### src/rtl/scrambler_bist_pkg.sv
// Shared types, widths and polynomial taps for the scrambler BIST sequencer.
package scrambler_bist_pkg;

   localparam int unsigned SIG_W  = 16;
   localparam int unsigned DATA_W = 8;

   localparam logic [DATA_W-1:0] LFSR_TAPS = 8'hB8;
   localparam logic [SIG_W-1:0]  MISR_TAPS = 16'h8810;

   typedef enum logic [1:0] {IDLE, CLR, RUN, DONE} bist_state_t;

   function automatic logic [DATA_W-1:0] lfsr_next(input logic [DATA_W-1:0] v);
      return {v[DATA_W-2:0], ^(v & LFSR_TAPS)};
   endfunction

endpackage

### src/rtl/scrambler_bist_ctrl_if.sv
// Harness-side control/status and scrambler-side drive/return signals of the BIST sequencer.
interface scrambler_bist_ctrl_if;
   import scrambler_bist_pkg::*;

   logic              start;
   logic [DATA_W-1:0] seed_in;
   logic              busy;
   logic              done;
   logic [SIG_W-1:0]  signature;
   logic              dut_clear;
   logic [DATA_W-1:0] dut_input;
   logic [DATA_W-1:0] dut_output;

   modport master (
      output start, seed_in, dut_output,
      input  busy, done, signature, dut_clear, dut_input
   );

   modport slave (
      input  start, seed_in, dut_output,
      output busy, done, signature, dut_clear, dut_input
   );

endinterface

### src/rtl/scrambler_bist_misr.sv
// 16-bit MISR compacting one returned byte per enabled cycle into the run signature.
module bist_misr16
   import scrambler_bist_pkg::*;
(
   input  logic              clk,
   input  logic              clear_n,
   input  logic              init,
   input  logic              en,
   input  logic [DATA_W-1:0] din,
   output logic [SIG_W-1:0]  sig
);

   logic [SIG_W-1:0] sig_q;
   logic [SIG_W-1:0] sig_d;

   always_comb begin
      sig_d = sig_q;
      if (init) begin
         sig_d = '0;
      end else if (en) begin
         sig_d = {sig_q[SIG_W-2:0], ^(sig_q & MISR_TAPS)} ^ {{(SIG_W-DATA_W){1'b0}}, din};
      end
   end

   always_ff @(posedge clk) begin
      if (!clear_n) begin
         sig_q <= '0;
      end else begin
         sig_q <= sig_d;
      end
   end

   assign sig = sig_q;

endmodule

### src/rtl/scrambler_bist_ctrl.sv
// Self-test sequencer: clears the scrambler, drives LFSR bytes and compacts its replies.
// Optional SCRAMBLER_BIST_ABORT_EN adds an abort input that cancels a run in CLR/RUN.
module scrambler_bist_ctrl
   import scrambler_bist_pkg::*;
#(
   parameter int unsigned       NUM_VECTORS  = 256,
   parameter logic [DATA_W-1:0] SEED_DEFAULT = 8'hAA
) (
   input  logic clk,
   input  logic clear_n,
`ifdef SCRAMBLER_BIST_ABORT_EN
   input  logic abort,
`endif
   scrambler_bist_ctrl_if.slave bus
);

   localparam logic [15:0] LAST_VEC = 16'(NUM_VECTORS - 1);

   bist_state_t       state_q, state_d;
   logic [DATA_W-1:0] lfsr_q, lfsr_d;
   logic [15:0]       vec_cnt_q, vec_cnt_d;
   logic              misr_init;
   logic              misr_en;
   logic              busy;
   logic              done;
   logic              abort_w;

`ifdef SCRAMBLER_BIST_ABORT_EN
   assign abort_w = abort;
`else
   assign abort_w = 1'b0;
`endif

   always_comb begin
      state_d   = state_q;
      lfsr_d    = lfsr_q;
      vec_cnt_d = vec_cnt_q;
      misr_init = 1'b0;
      misr_en   = 1'b0;
      busy      = 1'b0;
      done      = 1'b0;
      case (state_q)
         IDLE: begin
            if (bus.start) begin
               state_d   = CLR;
               lfsr_d    = (bus.seed_in == '0) ? SEED_DEFAULT : bus.seed_in;
               vec_cnt_d = '0;
               misr_init = 1'b1;
            end
         end
         CLR: begin
            busy    = 1'b1;
            state_d = abort_w ? IDLE : RUN;
         end
         RUN: begin
            busy = 1'b1;
            // Abort wins over the final-vector transition and freezes the signature.
            if (abort_w) begin
               state_d = IDLE;
            end else begin
               misr_en   = 1'b1;
               lfsr_d    = lfsr_next(lfsr_q);
               vec_cnt_d = vec_cnt_q + 16'd1;
               if (vec_cnt_q == LAST_VEC) begin
                  state_d = DONE;
               end
            end
         end
         DONE: begin
            done    = 1'b1;
            state_d = IDLE;
         end
         default: state_d = IDLE;
      endcase
   end

   always_ff @(posedge clk) begin
      if (!clear_n) begin
         state_q   <= IDLE;
         lfsr_q    <= '0;
         vec_cnt_q <= '0;
      end else begin
         state_q   <= state_d;
         lfsr_q    <= lfsr_d;
         vec_cnt_q <= vec_cnt_d;
      end
   end

   bist_misr16 u_misr (
      .clk     (clk),
      .clear_n (clear_n),
      .init    (misr_init),
      .en      (misr_en),
      .din     (bus.dut_output),
      .sig     (bus.signature)
   );

   assign bus.busy      = busy;
   assign bus.done      = done;
   assign bus.dut_clear = ~clear_n | (state_q == CLR);
   assign bus.dut_input = lfsr_q;

endmodule
### src/flat_wrapper.sv
// flat-port wrapper written by rule: the top's interface ports become plain ports
module scrambler_bist_ctrl_flat import scrambler_bist_pkg::*;
#(
   parameter int unsigned       NUM_VECTORS  = 256,
   parameter logic [DATA_W-1:0] SEED_DEFAULT = 8'hAA
)
  (clk, clear_n, bus_start, bus_seed_in, bus_dut_output, bus_busy, bus_done, bus_signature, bus_dut_clear, bus_dut_input);
  scrambler_bist_ctrl_if bus_i ();
  input  logic clk;
  input  logic clear_n;
  input wire logic [$bits(bus_i.start)-1:0] bus_start;
  input wire logic [$bits(bus_i.seed_in)-1:0] bus_seed_in;
  input wire logic [$bits(bus_i.dut_output)-1:0] bus_dut_output;
  output wire logic [$bits(bus_i.busy)-1:0] bus_busy;
  output wire logic [$bits(bus_i.done)-1:0] bus_done;
  output wire logic [$bits(bus_i.signature)-1:0] bus_signature;
  output wire logic [$bits(bus_i.dut_clear)-1:0] bus_dut_clear;
  output wire logic [$bits(bus_i.dut_input)-1:0] bus_dut_input;
  assign bus_i.start = bus_start;
  assign bus_i.seed_in = bus_seed_in;
  assign bus_i.dut_output = bus_dut_output;
  assign bus_busy = bus_i.busy;
  assign bus_done = bus_i.done;
  assign bus_signature = bus_i.signature;
  assign bus_dut_clear = bus_i.dut_clear;
  assign bus_dut_input = bus_i.dut_input;
  scrambler_bist_ctrl #(.NUM_VECTORS(NUM_VECTORS), .SEED_DEFAULT(SEED_DEFAULT)) u_core (.clk(clk), .clear_n(clear_n), .bus(bus_i));
endmodule
### config.mk
export PLATFORM = sky130hd
export DESIGN_NAME = scrambler_bist_ctrl_flat
export DESIGN_NICKNAME = d
export VERILOG_FILES = /design/src/rtl/scrambler_bist_pkg.sv /design/src/rtl/scrambler_bist_ctrl_if.sv /design/src/rtl/scrambler_bist_misr.sv /design/src/rtl/scrambler_bist_ctrl.sv /design/src/flat_wrapper.sv
export SDC_FILE = /design/constraint.sdc
export NUM_CORES = 1
export LEC_CHECK = 0
export BUFFER_PORTS_ARGS = -buffer_cell sky130_fd_sc_hd__buf_2
export CORE_AREA = 2 2 68 70
export CTS_CLUSTER_DIAMETER = 100
export DETAILED_ROUTE_END_ITERATION = 8
export DIE_AREA = 0 0 70 72
export HOLD_SLACK_MARGIN = 0.06
export PLACE_DENSITY_LB_ADDON = 0.12
export SLEW_MARGIN = 10
export SYNTH_ARGS = -nofsm -noshare
export SYNTH_HDL_FRONTEND = slang
export SYNTH_SLANG_ARGS = --single-unit
### constraint.sdc
create_clock -name clk -period 1.8 [get_ports clk]
set_input_delay 0.45 -clock clk [delete_from_list [all_inputs] [get_ports clk]]
set_output_delay 0.45 -clock clk [all_outputs]
set_load 0.05 [all_outputs]
# == Yosys cells after proc, flatten, opt, wreduce, memory -nomap -nowiden ==
# Cells that the tools add are included.
# totals
elab_cells,36
input_bits,19
mem_bits_ro,0
ramBits,0
latch_bits,0
mem_count,0
regBits,42
# classes
div,0
mul,0
n_addsub,1
bitwise,3
reduce_logical,9
eq_ne,6
shift,0
order_cmp,0
muxes,13
# op_table
operator,count
case mux 16 bit (2 select lines),1
"adder 16 x 1 -> 16 bit, second input constant",1
"== test 16 x 8 -> 1 bit, second input constant",1
two-way mux 16 bit,1
two-way mux 8 bit,2
case mux 8 bit (2 select lines),1
parity 16 bit,1
XOR 16 x 8 -> 16 bit,1
logical NOT 8 bit,1
case mux 2 bit (4 select lines),1
parity 8 bit,1
two-way mux 1 bit,5
"== test 2 bit, second input constant",2
two-way mux 2 bit,2
AND reduction 2 bit,2
OR reduction 2 bit,2
"== test 2 x 1 -> 1 bit, second input constant",1
logical NOT 2 bit,1
"inequality test 2 x 1 -> 1 bit, second input constant",1
"inequality test 2 bit, second input constant",1
nonzero test 2 bit,1
NOT 1 bit,1
bitwise OR 1 bit,1

# == Logic depth before layout (Yosys ltp) ==
# logic_depth
depth_word,4
depth_mapped,8

# == By module ==
# Synthesis repeated with hierarchy kept, for this count alone.
# unflattened
cells_unflattened,219
area_unflattened_um2,1968.1
# modules_own_cells
mod,seq_area_each_um2,n_inst,area_per_inst_um2,cells_per_inst
scrambler_bist_ctrl,520.5,1,1322.5,155
bist_misr16,320.3,1,645.6,64

# == Worst setup path after synthesis ==
# No wires, ideal clock.
# synth_timing
kind,register -> register
from,register u_core.state_q[0]
to,register u_core.vec_cnt_q[10]
arrival_ns,1.813
required_time_ns,1.741
setup_slack_ns,-0.072
path_stages_with_launch,7
setup_time_ns,0.059
path_cell_list,dfxtp_1 > inv_1 > ha_1 > mux2i_1 > or3_4 > or4_1 > nand2_1
# synth_between
elab_chain_len,3
# synth_lines
element,line,text
start: declaration,scrambler_bist_ctrl.sv:19,"bist_state_t state_q, state_d;"
start signal: assignment,scrambler_bist_ctrl.sv:83,state_q <= state_d;
== test 2 bit or logical NOT 2 bit (tied branches),scrambler_bist_ctrl.sv:42,case (state_q)
nonzero test 2 bit (no line) or inequality test 2 bit (tied branches),n/a,
AND reduction 2 bit (no line),n/a,
end signal: assignment,scrambler_bist_ctrl.sv:85,vec_cnt_q <= vec_cnt_d;
end: declaration,scrambler_bist_ctrl.sv:21,"logic [15:0] vec_cnt_q, vec_cnt_d;"
# Several ways; a longest one is shown, not always the timed one.
# A chain may end at the register's enable or synchronous reset.

# == Worst setup path after layout ==
# layout_timing
from,register u_core.state_q[1]
to,output bus_dut_clear
# layout_between
elab_chain_len,2
# layout_lines
element,line,text
== test 2 x 1 -> 1 bit,scrambler_bist_ctrl.sv:100,assign bus.dut_clear = ~clear_n | (state_q == CLR);
bitwise OR 1 bit,scrambler_bist_ctrl.sv:100,
end: declaration,flat_wrapper.sv:17,output wire logic [$bits(bus_i.dut_clear)-1:0] bus_dut_clear;
# Every way passes these cells.

==> flow_summary.toml <==
[outcome]
status = "finished clean"

[sta]
max_slew.worst_pin.slew_ns = 0.311
relSlewSlack = 0.790
drv_slew = 0
clock-skew-final_ns = 0.00746
setup-violations-final = 0
fmax_ghz = 0.577
hold_violations = 0
period_share = 0.963
tns_ns = 0
period_minus_slack_ns = 1.73

[power]
p_leak_uw = 0.00100
peakVddDrop_mv = 0.871
seqPwrFrac = 0.341
p_comb_frac = 0.440
p_clk_frac = 0.219
p_int_uw = 2000
power_density_mw_per_mm2 = 1300
power_switching_uw = 1320
p_sw_frac = 0.398

[setup_path]
path_class = "flop to primary output"
r2r_start = "u_core.state_q[0]"
cp-start-kind = "flop"
cp-end-kind = "primary output"
timing.rr.end = "u_core.vec_cnt_q[14]"
rrSetupSlack_ns = 0.07
critPathRequiredTime_ns = 1.35
cp_max_fo = 3
reg2reg_depth = 6
cp.arrival_ns = 1.28

[logic_synthesis]
netlist_area_mm2 = 0.00200
synth_edf_count = 0
syn_area_per_cell_um2 = 9.22
syn_nets = 242
ys_seq_area_frac = 0.420
synth_seq_cells = 42
ys.flop_type = "dfxtp_1"
syn_inst = 217
yosys_warnings = 0
synth_top_cell_area_share = 0.420
ys_top_cells_by_area = "dfxtp_1, xnor2_1, mux2i_1"
async_flop_share = 0
yosysTopAreaCell = "dfxtp_1"
ys_types = 44

[route]
drc = 0
drt_wl_total_um = 4170
highest_layer = "met4"
detail-route-antenna-nets = 0
wl_met2_um = 1940
firstDrtPassIters = 4
drtIter0Drc = 49
routed_via_density = 5.27
post_drt_wl_per_cell_um = 12.7
vias = 1727
met3_length_um = 170
drt-met1-wl_um = 2000

[clock_tree]
cts_hold_buf = 0
cts.sinks = 42
cts_tree = "yes"
clock_path_buffers = 2
cts_made_buffers = 5
cts_root_buffer = "clkbuf_8"
cts_max_level = 2
cts.clk_slew.worst_paths_ns = 0.08
worstSkewPairLatency_ns = 0.29

[hold_path]
min-delay-start = "bus_dut_output[2]"
hold_end = "u_core.u_misr.sig[2]"
hold_path_class = "primary input to flop"
whs_path_depth = 3

[layout]
layout_commonest_cell = "buf_2"
final_cell_mix = "buf_2, dfxtp_1, nor2_1"
nNetsFinal = 300
post_route_cells_drive_above_1_share = 0.304
area_growth_pct = 27.7
antenna_cells = 0
post-route-util = 0.599
nFillCells = 397

[placement]
gp_congestion = 0.762
numPortBuffers = 45
hpwl_um = 3040

[floorplanning]
die_area_mm2 = 0.00504
ios = 46
initial_core_util = 0.469
die_w_um = 70
core_area_mm2 = 0.00426
die_h_um = 72
num_rows = 24

[flow_run]
cap_violations = 0

[grt]
grt_max_degree = 25
antenna_found_initial = 0
grt_pass1_wl_um = 6960
grt_overflow_total = 0
grtUsageTotal = 0.171
grt_pass1_vias = 1587
[cell families after synthesis]
family	share of synthesized area
fa+ha+maj	0.0375
compound gates	0.143
simple gates	0.206
buf+inv	0.0294
xor+xnor	0.0919
flops	0.420
mux	0.0713
[state kept, by name (all words and copies together) (netlist names)]
signal                cells
u_core.bus.dut_input      8
u_core.state_q            2
u_core.vec_cnt_q         16
u_core.u_misr.sig        16
[power groups by stage]
stage / sequential [uW] / clock, uW / combinational (uW)
after detailed placement: 1150 / 0 / 1360
after global placement: 1150 / 0 / 1360
after floorplan: 1430 / 0 / 727
after global routing: 1150 / 782 / 1570
final: 1130 / 730 / 1460
after CTS: 1130 / 745 / 1370
[repair_timing]
action	in CTS	in global routing
endpoints found under the setup margin	0	10
resized for setup	0	17
hold endpoints to repair	0	0
buffers inserted	0	2
[metrics by stage]
stage | cell area (um^2) | hold WS (ns) | instances | total power [uW] | worst slack, ns
after floorplan | 2010 | 0.460 | 217 | 2160 | 0.00796
after global placement | 2370 | 0.463 | 318 | 2510 | 0.0511
after detailed placement | 2370 | 0.469 | 318 | 2510 | 0.0383
after CTS | 2480 | 0.433 | 326 | 3240 | 0.0128
after global routing | 2550 | 0.438 | 328 | 3510 | -0.00285
final | 2550 | 0.438 | 328 | 3330 | 0.0667
[cells in the mapped netlist, types with 2 or more instances]
cell type and count:
nor4_1 3, a21oi_1 5, o211a_1 3, nand4_1 6, ha_1 6, inv_1 3, nand2b_1 3, or3_1 6
o211ai_1 3, buf_1 3, or4_1 3, nand3_1 7, dfxtp_1 42, xor2_1 5, a21boi_1 4, a211oi_1 8
o21ai_1 5, clkbuf_1 6, and2_1 2, nor2_1 24, nor2b_1 2, o221ai_1 4, nand2_1 16, buf_2 2
xnor2_1 16, mux2i_1 12
[layer usage]
| layer | track usage | vias to the layer above |
|---|---|---|
| li1 | - | 899 |
| met4 | 0.0620 | 0 |
| met1 | 0.216 | 797 |
| met2 | 0.280 | 24 |
| met5 | 0 | - |
| met3 | 0.0514 | 7 |
[worst max path at each step]
stage | startpoint | to | slack, ns | depth (start not counted)
finish | u_core.state_q[1] | bus_dut_clear | 0.07 | 5
floorplan | u_core.state_q[0] | u_core.vec_cnt_q[10] | 0.008 | 6
CTS | u_core.state_q[1] | u_core.vec_cnt_q[10] | 0.01 | 6
global route | u_core.state_q[0] | u_core.vec_cnt_q[12] | -0.003 | 6
global placement | bus_seed_in[3] | u_core.bus.dut_input[5] | 0.05 | 5
detailed placement | u_core.state_q[1] | u_core.vec_cnt_q[10] | 0.04 | 6
[critical path, stage by stage (launching register included)]
cell	delay, ns
dfxtp_2	0.35
inv_2	0.05
buf_4	0.13
ha_1	0.16
nand2b_1	0.14
buf_6	0.15
[layout make-up]
| type | instances | area [um^2] | share of cell area |
|---|---|---|---|
| timing repair buffer | 62 | 367 | 0.143 |
| clock inverter | 2 | 37.5 | 0.0147 |
| tap | 52 | 65.1 | 0.0255 |
| sequential | 42 | 843 | 0.330 |
| inverter | 4 | 17.5 | 0.00686 |
| multi-input combinational | 160 | 1150 | 0.451 |
| clock buffer | 6 | 72.6 | 0.0284 |
Note: power is estimated with default switching activity, not from simulation.
